===== config.mk =====
export PLATFORM = sky130hd
export DESIGN_NAME = idma_axi_w_beat_gen_flat
export DESIGN_NICKNAME = d
export VERILOG_FILES = /design/src/rtl/idma_axi_w_beat_gen_if.sv /design/src/rtl/idma_axi_w_beat_gen.sv /design/src/flat_wrapper.sv
export SDC_FILE = /design/constraint.sdc
export NUM_CORES = 1
export LEC_CHECK = 0
export BUFFER_PORTS_ARGS = -buffer_cell sky130_fd_sc_hd__clkbuf_2
export CORE_AREA = 4 4 58 60
export CTS_BUF_LIST = sky130_fd_sc_hd__clkbuf_2 sky130_fd_sc_hd__clkbuf_4 sky130_fd_sc_hd__clkbuf_8
export CTS_CLUSTER_DIAMETER = 30
export DETAILED_ROUTE_END_ITERATION = 7
export DIE_AREA = 0 0 62 64
export PLACE_DENSITY = 0.76
export SLEW_MARGIN = 25
export SYNTH_ARGS = -nofsm -noshare
export SYNTH_HDL_FRONTEND = slang
export SYNTH_SLANG_ARGS = --single-unit

===== constraint.sdc =====
create_clock -name clk_i -period 2.1 [get_ports clk_i]
set_input_delay 0.42 -clock clk_i [delete_from_list [all_inputs] [get_ports clk_i]]
set_output_delay 0.42 -clock clk_i [all_outputs]
set_load 0.05 [all_outputs]

===== src/rtl/idma_axi_w_beat_gen_if.sv =====
// AXI W-channel bundle between the iDMA write beat generator (master) and the write manager (slave).
interface idma_axi_w_beat_gen_if #(
    parameter int unsigned DataWidth = 16
) ();
    localparam int unsigned StrbWidth = DataWidth / 8;

    logic [DataWidth-1:0] w_data;
    logic [StrbWidth-1:0] w_strb;
    logic                 w_last;
    logic                 w_valid;
    logic                 w_ready;

    modport master (
        output w_data, w_strb, w_last, w_valid,
        input  w_ready
    );

    modport slave (
        input  w_data, w_strb, w_last, w_valid,
        output w_ready
    );
endinterface


===== src/rtl/idma_axi_w_beat_gen.sv =====
// Expands legalized write-burst descriptors into AXI W beats (strobes, last, burst-done pulse).
// Optional 2-entry output skid slice: define IDMA_W_BEAT_GEN_SKID_EN.
module idma_axi_w_beat_gen #(
    parameter  int unsigned DataWidth   = 16,
    parameter  int unsigned LenWidth    = 8,
    localparam int unsigned StrbWidth   = DataWidth / 8,
    localparam int unsigned OffsetWidth = $clog2(StrbWidth)
) (
    input  logic                   clk_i,
    input  logic                   rst_ni,
    input  logic [OffsetWidth-1:0] req_offset_i,
    input  logic [OffsetWidth-1:0] req_tailer_i,
    input  logic [LenWidth-1:0]    req_num_beats_i,
    input  logic                   req_is_single_i,
    input  logic                   req_valid_i,
    output logic                   req_ready_o,
    input  logic [DataWidth-1:0]   buf_data_i,
    input  logic                   buf_valid_i,
    output logic                   buf_ready_o,
    idma_axi_w_beat_gen_if.master  w,
    input  logic                   kill_i,
    output logic                   burst_done_o,
    output logic                   busy_o
);

    typedef enum logic {IDLE = 1'b0, BURST = 1'b1} state_e;

    state_e                 state_q, state_d;
    logic [LenWidth-1:0]    cnt_q, cnt_d;
    logic [LenWidth-1:0]    num_beats_q, num_beats_d;
    logic [OffsetWidth-1:0] offset_q, offset_d;
    logic [OffsetWidth-1:0] tailer_q, tailer_d;
    logic                   single_q, single_d;

    logic                 core_valid, core_ready, core_fire;
    logic                 is_last, last_fire, load;
    logic [StrbWidth-1:0] first_mask, last_mask, core_strb;

    // Compare happens before the increment, so num_beats = all ones needs no extra counter bit.
    assign is_last    = single_q | (cnt_q == num_beats_q);
    assign core_valid = (state_q == BURST) & buf_valid_i;
    assign core_fire  = core_valid & core_ready;
    assign last_fire  = core_fire & is_last;
    assign load       = req_valid_i & req_ready_o;

    for (genvar gi = 0; gi < StrbWidth; gi++) begin : g_mask
        localparam logic [OffsetWidth-1:0] ByteIdx = OffsetWidth'(gi);
        assign first_mask[gi] = (ByteIdx >= offset_q);
        assign last_mask[gi]  = (tailer_q == '0) || (ByteIdx < tailer_q);
    end

    always_ff @(posedge clk_i or negedge rst_ni) begin
        if (!rst_ni) begin
            state_q     <= IDLE;
            cnt_q       <= '0;
            num_beats_q <= '0;
            offset_q    <= '0;
            tailer_q    <= '0;
            single_q    <= 1'b0;
        end else begin
            state_q     <= state_d;
            cnt_q       <= cnt_d;
            num_beats_q <= num_beats_d;
            offset_q    <= offset_d;
            tailer_q    <= tailer_d;
            single_q    <= single_d;
        end
    end

    always_comb begin
        state_d     = state_q;
        cnt_d       = cnt_q;
        num_beats_d = num_beats_q;
        offset_d    = offset_q;
        tailer_d    = tailer_q;
        single_d    = single_q;
        if (kill_i) begin
            state_d = IDLE;
            cnt_d   = '0;
        end else begin
            unique case (state_q)
                IDLE: begin
                    if (load) state_d = BURST;
                end
                BURST: begin
                    if (core_fire) begin
                        if (!is_last)   cnt_d   = cnt_q + LenWidth'(1);
                        else if (!load) state_d = IDLE;
                    end
                end
                default: state_d = IDLE;
            endcase
            // A descriptor taken on the last beat loads in place so bursts run back to back.
            if (load) begin
                cnt_d       = '0;
                num_beats_d = req_num_beats_i;
                offset_d    = req_offset_i;
                tailer_d    = req_tailer_i;
                single_d    = req_is_single_i;
            end
        end
    end

    always_comb begin
        req_ready_o = 1'b0;
        core_strb   = '0;
        unique case (state_q)
            IDLE:    req_ready_o = ~kill_i;
            BURST:   req_ready_o = last_fire & ~kill_i;
            default: req_ready_o = 1'b0;
        endcase
        if (core_valid) begin
            core_strb = '1;
            if (cnt_q == '0) core_strb = core_strb & first_mask;
            if (is_last)     core_strb = core_strb & last_mask;
        end
    end

    // The buffer word is popped only when it is actually accepted downstream.
    assign buf_ready_o = core_fire;

`ifdef IDMA_W_BEAT_GEN_SKID_EN
    logic [DataWidth-1:0] sk_data_q [2];
    logic [StrbWidth-1:0] sk_strb_q [2];
    logic [1:0]           sk_last_q;
    logic                 sk_wr_q, sk_rd_q;
    logic [1:0]           sk_cnt_q;
    logic                 sk_pop;

    assign sk_pop     = (sk_cnt_q != 2'd0) & w.w_ready;
    assign core_ready = (sk_cnt_q != 2'd2);

    always_ff @(posedge clk_i or negedge rst_ni) begin
        if (!rst_ni) begin
            for (int i = 0; i < 2; i++) begin
                sk_data_q[i] <= '0;
                sk_strb_q[i] <= '0;
            end
            sk_last_q <= '0;
            sk_wr_q   <= 1'b0;
            sk_rd_q   <= 1'b0;
            sk_cnt_q  <= '0;
        end else if (kill_i) begin
            for (int i = 0; i < 2; i++) begin
                sk_data_q[i] <= '0;
                sk_strb_q[i] <= '0;
            end
            sk_last_q <= '0;
            sk_wr_q   <= 1'b0;
            sk_rd_q   <= 1'b0;
            sk_cnt_q  <= '0;
        end else begin
            // Vacated entries are zeroed so idle outputs read as 0 straight from the flops.
            if (sk_pop) begin
                sk_data_q[sk_rd_q] <= '0;
                sk_strb_q[sk_rd_q] <= '0;
                sk_last_q[sk_rd_q] <= 1'b0;
                sk_rd_q            <= ~sk_rd_q;
            end
            if (core_fire) begin
                sk_data_q[sk_wr_q] <= buf_data_i;
                sk_strb_q[sk_wr_q] <= core_strb;
                sk_last_q[sk_wr_q] <= is_last;
                sk_wr_q            <= ~sk_wr_q;
            end
            sk_cnt_q <= sk_cnt_q + {1'b0, core_fire} - {1'b0, sk_pop};
        end
    end

    assign w.w_valid    = (sk_cnt_q != 2'd0);
    assign w.w_data     = sk_data_q[sk_rd_q];
    assign w.w_strb     = sk_strb_q[sk_rd_q];
    assign w.w_last     = sk_last_q[sk_rd_q];
    assign burst_done_o = sk_pop & sk_last_q[sk_rd_q] & ~kill_i;
    assign busy_o       = (state_q == BURST) | (sk_cnt_q != 2'd0);
`else
    assign core_ready   = w.w_ready;
    assign w.w_valid    = core_valid;
    assign w.w_data     = core_valid ? buf_data_i : '0;
    assign w.w_strb     = core_strb;
    assign w.w_last     = core_valid & is_last;
    assign burst_done_o = last_fire & ~kill_i;
    assign busy_o       = (state_q == BURST);
`endif

endmodule

===== src/flat_wrapper.sv =====
// flat-port wrapper written by rule: the top's interface ports become plain ports
module idma_axi_w_beat_gen_flat 
#(
    parameter  int unsigned DataWidth   = 16,
    parameter  int unsigned LenWidth    = 8,
    localparam int unsigned StrbWidth   = DataWidth / 8,
    localparam int unsigned OffsetWidth = $clog2(StrbWidth)
)
  (clk_i, rst_ni, req_offset_i, req_tailer_i, req_num_beats_i, req_is_single_i, req_valid_i, req_ready_o, buf_data_i, buf_valid_i, buf_ready_o, kill_i, burst_done_o, busy_o, w_w_data, w_w_strb, w_w_last, w_w_valid, w_w_ready);
  idma_axi_w_beat_gen_if #(.DataWidth(DataWidth)) w_i ();
  input  logic clk_i;
  input  logic rst_ni;
  input  logic [OffsetWidth-1:0] req_offset_i;
  input  logic [OffsetWidth-1:0] req_tailer_i;
  input  logic [LenWidth-1:0] req_num_beats_i;
  input  logic req_is_single_i;
  input  logic req_valid_i;
  output logic req_ready_o;
  input  logic [DataWidth-1:0] buf_data_i;
  input  logic buf_valid_i;
  output logic buf_ready_o;
  input  logic kill_i;
  output logic burst_done_o;
  output logic busy_o;
  output wire logic [$bits(w_i.w_data)-1:0] w_w_data;
  output wire logic [$bits(w_i.w_strb)-1:0] w_w_strb;
  output wire logic [$bits(w_i.w_last)-1:0] w_w_last;
  output wire logic [$bits(w_i.w_valid)-1:0] w_w_valid;
  input wire logic [$bits(w_i.w_ready)-1:0] w_w_ready;
  assign w_w_data = w_i.w_data;
  assign w_w_strb = w_i.w_strb;
  assign w_w_last = w_i.w_last;
  assign w_w_valid = w_i.w_valid;
  assign w_i.w_ready = w_w_ready;
  idma_axi_w_beat_gen #(.DataWidth(DataWidth), .LenWidth(LenWidth)) u_core (.clk_i(clk_i), .rst_ni(rst_ni), .req_offset_i(req_offset_i), .req_tailer_i(req_tailer_i), .req_num_beats_i(req_num_beats_i), .req_is_single_i(req_is_single_i), .req_valid_i(req_valid_i), .req_ready_o(req_ready_o), .buf_data_i(buf_data_i), .buf_valid_i(buf_valid_i), .buf_ready_o(buf_ready_o), .w(w_i), .kill_i(kill_i), .burst_done_o(burst_done_o), .busy_o(busy_o));
endmodule

Word-level counts from Yosys, hierarchy flattened
Cells that the tools add are included.
Cells by class
  reductions and logical operators: 7
  add/subtract/negate cells: 1
  bitwise operators: 11
  equality and inequality tests: 2
  $lt $le $gt $ge: 4
  mux-type cells: 16
Operator list (number)
  $mux W8: 5
  $mux W16: 1
  $add A8 B1 Y8 const B: 1
  $eq A8 B8 Y1: 1
  $logic_not A8 Y1: 1
  $mux W2: 4
  $and A1 B1 Y1: 6
  $reduce_bool A3 Y1: 2
  $mux W1: 4
  $pmux W1 S2: 2
  $ne A3 B3 Y1 const B: 1
  $not A1 Y1: 3
  $reduce_and A3 Y1: 1
  $and A2 B2 Y2: 1
  $ge A1 B1 Y1 const A: 2
  $logic_or A1 B1 Y1: 2
  $lt A1 B1 Y1 const A: 2
  $reduce_and A2 Y1: 1
  $or A1 B1 Y1: 1
Word-level totals
  output and inout port bits: 24
  input port bits: 33
  logic and storage cells: 47
  register bits after elaboration: 20

Logic depth before layout (Yosys ltp)
Gate-level depths: netlist of run 1.
  depth in word-level cells: 11
  gate-level depth with buffers: 6
  mapped depth without buffers: 5

Worst setup path before layout of run 1
Ideal clock, no wire load.
  path type: flip-flop to output port
  from: reg u_core.state_q, in the netlist u_core.busy_o
  to: out req_ready_o
  cell stages (with the launch flop): 5
  path slack: -0.646 ns
  data required time: 1.680 ns
  path buffers: 0
  arrival time: 2.326 ns
  path through: dfrtp_1 > nand3_1 > inv_1 > o21ai_0 > a21oi_1
On the way
  longest elaborated chain between the ends: 5
  elaborated cells on any way between the ends: 6
  those cells by class: 1 x mux; 5 x bitwise
RTL lines
  from (decl): line idma_axi_w_beat_gen.sv:28  | state_e state_q, state_d;
  from (signal assigned): line idma_axi_w_beat_gen.sv:61  | state_q <= state_d;
  $and A1 B1 Y1: line idma_axi_w_beat_gen.sv:41  | assign core_valid = (state_q == BURST) & buf_valid_i;
  $and A1 B1 Y1: line idma_axi_w_beat_gen.sv:42  | assign core_fire = core_valid & core_ready;
  via buf_ready_o: line flat_wrapper.sv:21  | output logic buf_ready_o;
  $and A1 B1 Y1: line idma_axi_w_beat_gen.sv:43  | assign last_fire = core_fire & is_last;
  $and A1 B1 Y1: line idma_axi_w_beat_gen.sv:109  | BURST: req_ready_o = last_fire & ~kill_i;
  $pmux W1 S2: line idma_axi_w_beat_gen.sv:107  | unique case (state_q)
  to (decl): line flat_wrapper.sv:18  | output logic req_ready_o;
The timed path passes the listed nets, and every way through them passes these cells.

Worst setup path in the final report of run 1
  from: reg u_core.num_beats_q[5]
  to: out w_w_last
On the way
  longest elaborated chain between the ends: 3
RTL lines
  from (decl): line idma_axi_w_beat_gen.sv:30  | logic [LenWidth-1:0] num_beats_q, num_beats_d;
  from (signal assigned): line idma_axi_w_beat_gen.sv:63  | num_beats_q <= num_beats_d;
  $eq A8 B8 Y1: line idma_axi_w_beat_gen.sv:40  | assign is_last = single_q | (cnt_q == num_beats_q);
  $or A1 B1 Y1: line idma_axi_w_beat_gen.sv:40
  $and A1 B1 Y1: line idma_axi_w_beat_gen.sv:181  | assign w.w_last = core_valid & is_last;
  to (decl): line flat_wrapper.sv:27  | output wire logic [$bits(w_i.w_last)-1:0] w_w_last;
No other way between the ends.

==> run metrics, run 1 <==
minimum clock period after layout=2.16 ns; final-report max-slew violation count=0; pwr/cell area=594 nW/um^2; clock-pin transition on the worst setup and hold timing paths=0.11 ns; Seq cells post-synth=20; CTS tree=yes; root buf cell=clkbuf_4; Synth area leaders=dfrtp_1 40%, mux2_2 8.9%, and3_1 7.9%, xnor2_1 7.0%, nand3_1 3.2%; Hold Path Class=in -> async; Starting Density=43.0%; switching share of power=34.6%; cell area after layout=1800 sq um; Layout fillers=261; die width=62 um; share of cells above drive strength 1=53.6%; global-route wire length before repair=5750 um; Tot GR Track Use=19.2%; hpwl dp=2660 um; share of total power in combinational logic=33.9%; failing checks=negative setup slack; # rows=20; Internal=0.000699 W; Peak VDD IR=0.000532 V; DRT iter0 DRCs=30; die area=3970 sq um; area grow syn2layout=42.9%; FMAX=463 MHz; gr ovfl total=0; Placed Area=1660 sq um; Most common cell on crit path=nor2_2; Buffers on Ports=56; leakage power=0.917 nW; syn_area_per_cell=9.69 sq um; CORE AREA=2930 sq um; boundary pin count=57; DRT antenna net count=0; EDFF count, synth=0; final worst-path cycle share=103%; Antenna diodes=0; WS Path Type=reg -> out; GPL Wtd Cong=0.878; Fin. Hold Viols=0; total number of vias=1227; Max FO, Critical Path=2; RSZ-0062 raised after global routing=yes; largest net degree at the start of global routing=23; Clock power frac=21.0%; ys flop type=dfrtp_1; Chip Height=64 um; DR pass1 iterations=4; RR Startpoint=u_core.cnt_q[7]; Psw=0.000370 W; cell taking the most area after synthesis=dfrtp_1; Worst EP required=1.68 ns; TritonCTS Sinks=20; max-cap viol count=0; Final Net Count=232; power share of the sequential group=45.1%; final non-filler cell total=229; mapped cell area=1260 sq um; Worst path slowest cell=dfrtp_1; critical path capture point type=output pin; top-count cell post-synth=dfrtp_1; final hold slack=0.0614 ns; vias per inst=5.36; crit-path leading delay family=simple AND/OR/NAND/NOR gates; H-tree Lvls=1; Synth Net Count=165; final worst slack=-0.0607 ns; number of distinct library cells after synthesis=38; Arr. time, crit path=1.74 ns; sequential cell area=504 sq um; top cells by count, synth=20 x dfrtp_1, 16 x and3_1, 10 x mux2_2, 10 x xnor2_1; TritonCTS Buffers=3; outcome=finished, violations left; Yosys top cell area share=39.7%; CP peak stage delay=0.41 ns; Hold-fix buffers, CTS=0; initial antenna violation count=0; CTS max path bufs=2; ys async rst share=100%; Worst Path Buf+Inv=2; Worst-Skew Late Latency=0.30 ns; worst-margin pin slew=0.518 ns; crit-path cells=xnor2_1 -> nand4_1 -> nor2_2 -> buf_4 -> nor2_2 -> nor2_1 -> clkbuf_8; crit path from=u_core.num_beats_q[5]; Synth Instances=130; Avg WL per Cell=15.3 um; footprint of the multi-input gates=771 sq um; Critical Path Start Type=flip-flop; vias in the first global route=1213; Seq/Total Area, Yosys=39.7%; Synth warnings=0; skew final=0.00512 ns; # DRC=0; Setup Viol. Count Final=3; Slew HR=65.5%; Placed Cells=220; total routed wirelength=3500 um
[per-stage QoR]
stage               setup TNS, ns  util, %  setup slack (ns)  power (W)
detailed placement        -0.0357     56.8           -0.0357   0.000827
finish                     -0.147     61.5           -0.0607    0.00107
CTS                       -0.0954     61.0           -0.0454    0.00108
floorplan                 -0.0508        -           -0.0508   0.000720
global placement                0     56.8            0.0592   0.000815
global route               -0.554     61.5            -0.168    0.00113
[kinds of logic after synthesis]
logic type | Yosys count | share of synthesized area, %
multiplexers | 12 | 10.9
AND/OR/NAND/NOR | 53 | 23.6
XOR/XNOR | 10 | 6.95
flip-flops | 20 | 39.7
AO/OA/AOI/OAI | 21 | 12.0
adder cells (fa/ha/maj) | 2 | 1.99
buffers and inverters | 12 | 4.77
[worst register-to-register path: stages, from the launching register on]
cell and delay, ns:
dfrtp_1 0.42, xnor2_1 0.13, nand4_1 0.16, buf_4 0.18
nor3_2 0.05, o21ai_4 0.41, mux2_2 0.40
[cells in the final DEF (no fill, tap or decap), types with 2 or more instances in the layout]
master    count
a21o_1        2
dfrtp_2       3
xnor2_1       8
nor2_1        5
nand2_1       8
buf_4        13
clkbuf_4      3
dfrtp_1      17
xnor2_2       2
buf_12        2
nor4_1        2
a21oi_1       4
and3_1       16
inv_1         4
ha_1          2
nor2_2        2
clkbuf_2     51
and3_2        2
nand3_1       8
clkbuf_8      3
mux2_2       10
o21ai_4       2
[flip-flops by register name, summed over array words and instances, names as in the netlist]
name	count
u_core.single_q	1
u_core.tailer_q	1
u_core.cnt_q	8
u_core.offset_q	1
u_core.busy_o	1
u_core.num_beats_q	8
[power by group through the flow]
| stage | Sequential, W | Combinational, W | Clock, W |
|---|---|---|---|
| after floorplan | 0.000480 | 0.000240 | 0 |
| after global placement | 0.000481 | 0.000334 | 0 |
| after detailed placement | 0.000485 | 0.000342 | 0 |
| after CTS | 0.000481 | 0.000361 | 0.000234 |
| after global routing | 0.000486 | 0.000390 | 0.000255 |
| final | 0.000482 | 0.000363 | 0.000225 |
[routing by layer]
metal	vias up	track usage, %	wire, um
met5	-	0	0
met1	590	25.4	1440
met4	0	3.71	26
li1	595	-	-
met3	4	5.05	190
met2	38	31.1	1850
[area by class of cell]
cell class | instances | share of cell area [%]
Multi-Input combinational cell | 98 | 42.8
Sequential cell | 20 | 28.0
Timing Repair Buffer | 69 | 23.6
Tap cell | 33 | 2.29
Clock buffer | 4 | 2.02
Inverter | 5 | 1.25
[what timing repair did]
action,CTS,global route
resized for setup,13,3
setup buffers,5,0
hold endpoints to repair,0,0
endpoints found under the setup margin,5,17
pin swaps,2,1
[worst paths after layout]
check / to / slack (ns) / depth (start not counted)
worst max register to register: u_core.num_beats_q[1] / 0.23 / 6
max in group asynchronous: u_core.cnt_q[0] / 1.66 / 1
worst min register to register: u_core.tailer_q / 0.53 / 1
min in group clk_i: u_core.num_beats_q[5] / 0.34 / 2
worst min-delay path: u_core.num_beats_q[2] / 0.06 / 1
worst max-delay path: w_w_last / -0.06 / 7
(Power assumes the default switching activity.)
==> run 2: changes to the inputs <==
--- a/config.mk
+++ b/config.mk
@@ -6,12 +6,14 @@
 export NUM_CORES = 1
 export LEC_CHECK = 0
 export BUFFER_PORTS_ARGS = -buffer_cell sky130_fd_sc_hd__clkbuf_2
-export CORE_AREA = 4 4 58 60
+export CELL_PAD_IN_SITES_DETAIL_PLACEMENT = 0
+export CELL_PAD_IN_SITES_GLOBAL_PLACEMENT = 2
+export CORE_AREA = 4 4 74 76
 export CTS_BUF_LIST = sky130_fd_sc_hd__clkbuf_2 sky130_fd_sc_hd__clkbuf_4 sky130_fd_sc_hd__clkbuf_8
 export CTS_CLUSTER_DIAMETER = 30
 export DETAILED_ROUTE_END_ITERATION = 7
-export DIE_AREA = 0 0 62 64
-export PLACE_DENSITY = 0.76
+export DIE_AREA = 0 0 78 80
+export PLACE_DENSITY = 0.78
 export SLEW_MARGIN = 25
 export SYNTH_ARGS = -nofsm -noshare
 export SYNTH_HDL_FRONTEND = slang
==> run metrics, run 2 (synthesis results as in run 1) <==
Buffers on Ports=56; total number of vias=1196; Most common cell on crit path=nor2_1; DR pass1 iterations=4; root buf cell=clkbuf_8; gr ovfl total=0; outcome=finished clean; Antenna diodes=0; RSZ-0062 raised after global routing=yes; DRT iter0 DRCs=110; minimum clock period after layout=2.09 ns; final non-filler cell total=262; Setup Viol. Count Final=0; global-route wire length before repair=5820 um; die width=78 um; crit-path cells=xnor2_2 -> nand4_2 -> nor2_2 -> buf_4 -> nor2_1 -> nor2_1 -> clkbuf_8; vias per inst=4.56; max-cap viol count=0; Worst-Skew Late Latency=0.26 ns; Max FO, Critical Path=5; initial antenna violation count=0; Internal=0.000744 W; Layout fillers=480; largest net degree at the start of global routing=21; Psw=0.000371 W; commonest cells after routing, fill and taps aside=51 x clkbuf_2, 18 x dfrtp_1, 16 x and3_1; Final Net Count=231; Arr. time, crit path=1.67 ns; boundary pin count=57; H-tree Lvls=1; Hold-fix buffers, CTS=0; final worst slack=0.0117 ns; area grow syn2layout=46.8%; critical path capture point type=output pin; WS Path Type=reg -> out; final worst-path cycle share=99.4%; most common cell after layout, fill and taps aside=clkbuf_2; FMAX=479 MHz; biggest regs=u_core.cnt_q: 8 flops, u_core.num_beats_q: 8 flops; # DRC=0; Fin. Hold Viols=0; CP peak stage delay=0.45 ns; DP Worst Slack=0.0573 ns; skew final=0.00644 ns; CTS max path bufs=2; worst-margin pin slew=0.542 ns; clock-pin transition on the worst setup and hold timing paths=0.07 ns; total routed wirelength=3540 um; Worst EP required=1.68 ns; CTS tree=yes; power share of the sequential group=43.7%; CORE AREA=4720 sq um; post-layout util=39.2%; leakage power=0.925 nW; Avg WL per Cell=13.5 um; die area=6240 sq um; Tot GR Track Use=11.6%; # rows=25; Chip Height=80 um; GPL Wtd Cong=0.828; hpwl dp=2760 um; Placed Cells=257; Critical Path Start Type=flip-flop; Clock power frac=24.1%; TritonCTS Sinks=20; total power=0.00112 W; DRT antenna net count=0; switching share of power=33.3%; Worst path slowest cell=dfrtp_2; pwr/cell area=603 nW/um^2; Starting Density=26.7%; vias in the first global route=1230; Slew HR=63.8%; TritonCTS Buffers=3; share of total power in combinational logic=32.2%; final-report max-slew violation count=0; Hold Path Class=in -> async; share of cells above drive strength 1=53.3%; Peak VDD IR=0.000329 V
[run 2: repair_timing]
item | 4_1_cts | 5_1_grt
resized for setup | 6 | 10
pin swaps | 2 | 4
buffers inserted | 1 | 0
gates cloned | 0 | 0
endpoints found under the setup margin | 4 | 16
[run 2: per-stage QoR]
stage / hold slack, ns / setup TNS, ns / instance area [sq um]
detailed placement: 0.421 / 0 / 1730
global route: 0.170 / -0.0975 / 1850
finish: 0.122 / 0 / 1850
global placement: 0.412 / 0 / 1730
CTS: 0.141 / -0.00220 / 1800
floorplan: 0.124 / -0.0508 / 1290
[run 2: power groups by stage]
stage | registers (W) | logic [W] | clock network [W]
detailed placement | 0.000488 | 0.000343 | 0
floorplan | 0.000480 | 0.000240 | 0
finish | 0.000487 | 0.000359 | 0.000269
global route | 0.000495 | 0.000387 | 0.000294
global placement | 0.000486 | 0.000338 | 0
CTS | 0.000482 | 0.000349 | 0.000283
[run 2: final timing paths]
kind | endpoint | depth (start not counted) | slack [ns] | from
min reg2reg | u_core.num_beats_q[5] | 1 | 0.53 | u_core.num_beats_q[5]
min | u_core.cnt_q[3] | 1 | 0.12 | rst_ni
max in group asynchronous | u_core.cnt_q[1] | 1 | 1.59 | rst_ni
max reg2reg | u_core.cnt_q[4] | 6 | 0.24 | u_core.cnt_q[1]
max | w_w_last | 7 | 0.01 | u_core.cnt_q[1]
min in group clk_i | u_core.num_beats_q[7] | 2 | 0.39 | req_num_beats_i[7]
[run 2: cell type report]
cell class | instances | area (sq um) | share of cell area (%)
multi-input cells | 98 | 776 | 41.9
flip-flops and latches | 20 | 503 | 27.2
well taps | 67 | 83.8 | 4.53
inverters | 5 | 22.5 | 1.22
repair buffers | 68 | 415 | 22.5
clock buffers | 4 | 48.8 | 2.64
[run 2: critical path: cells and delay by family, from the launching register on]
kind / cells / cell delay, ns
buf+inv: 2 / 0.33
simple gates: 4 / 0.46
flops: 1 / 0.45
xor+xnor: 1 / 0.17
[run 2: routing by layer]
metal  wire, um  track usage, %  up-vias  share of wire, %
met2       1970            21.4       21                56
met1       1460            14.1      581                41
met5          0               0        -                 0
met4         26            2.10        0              0.73
li1           -               -      592                 -
met3         89            2.14        2               2.5
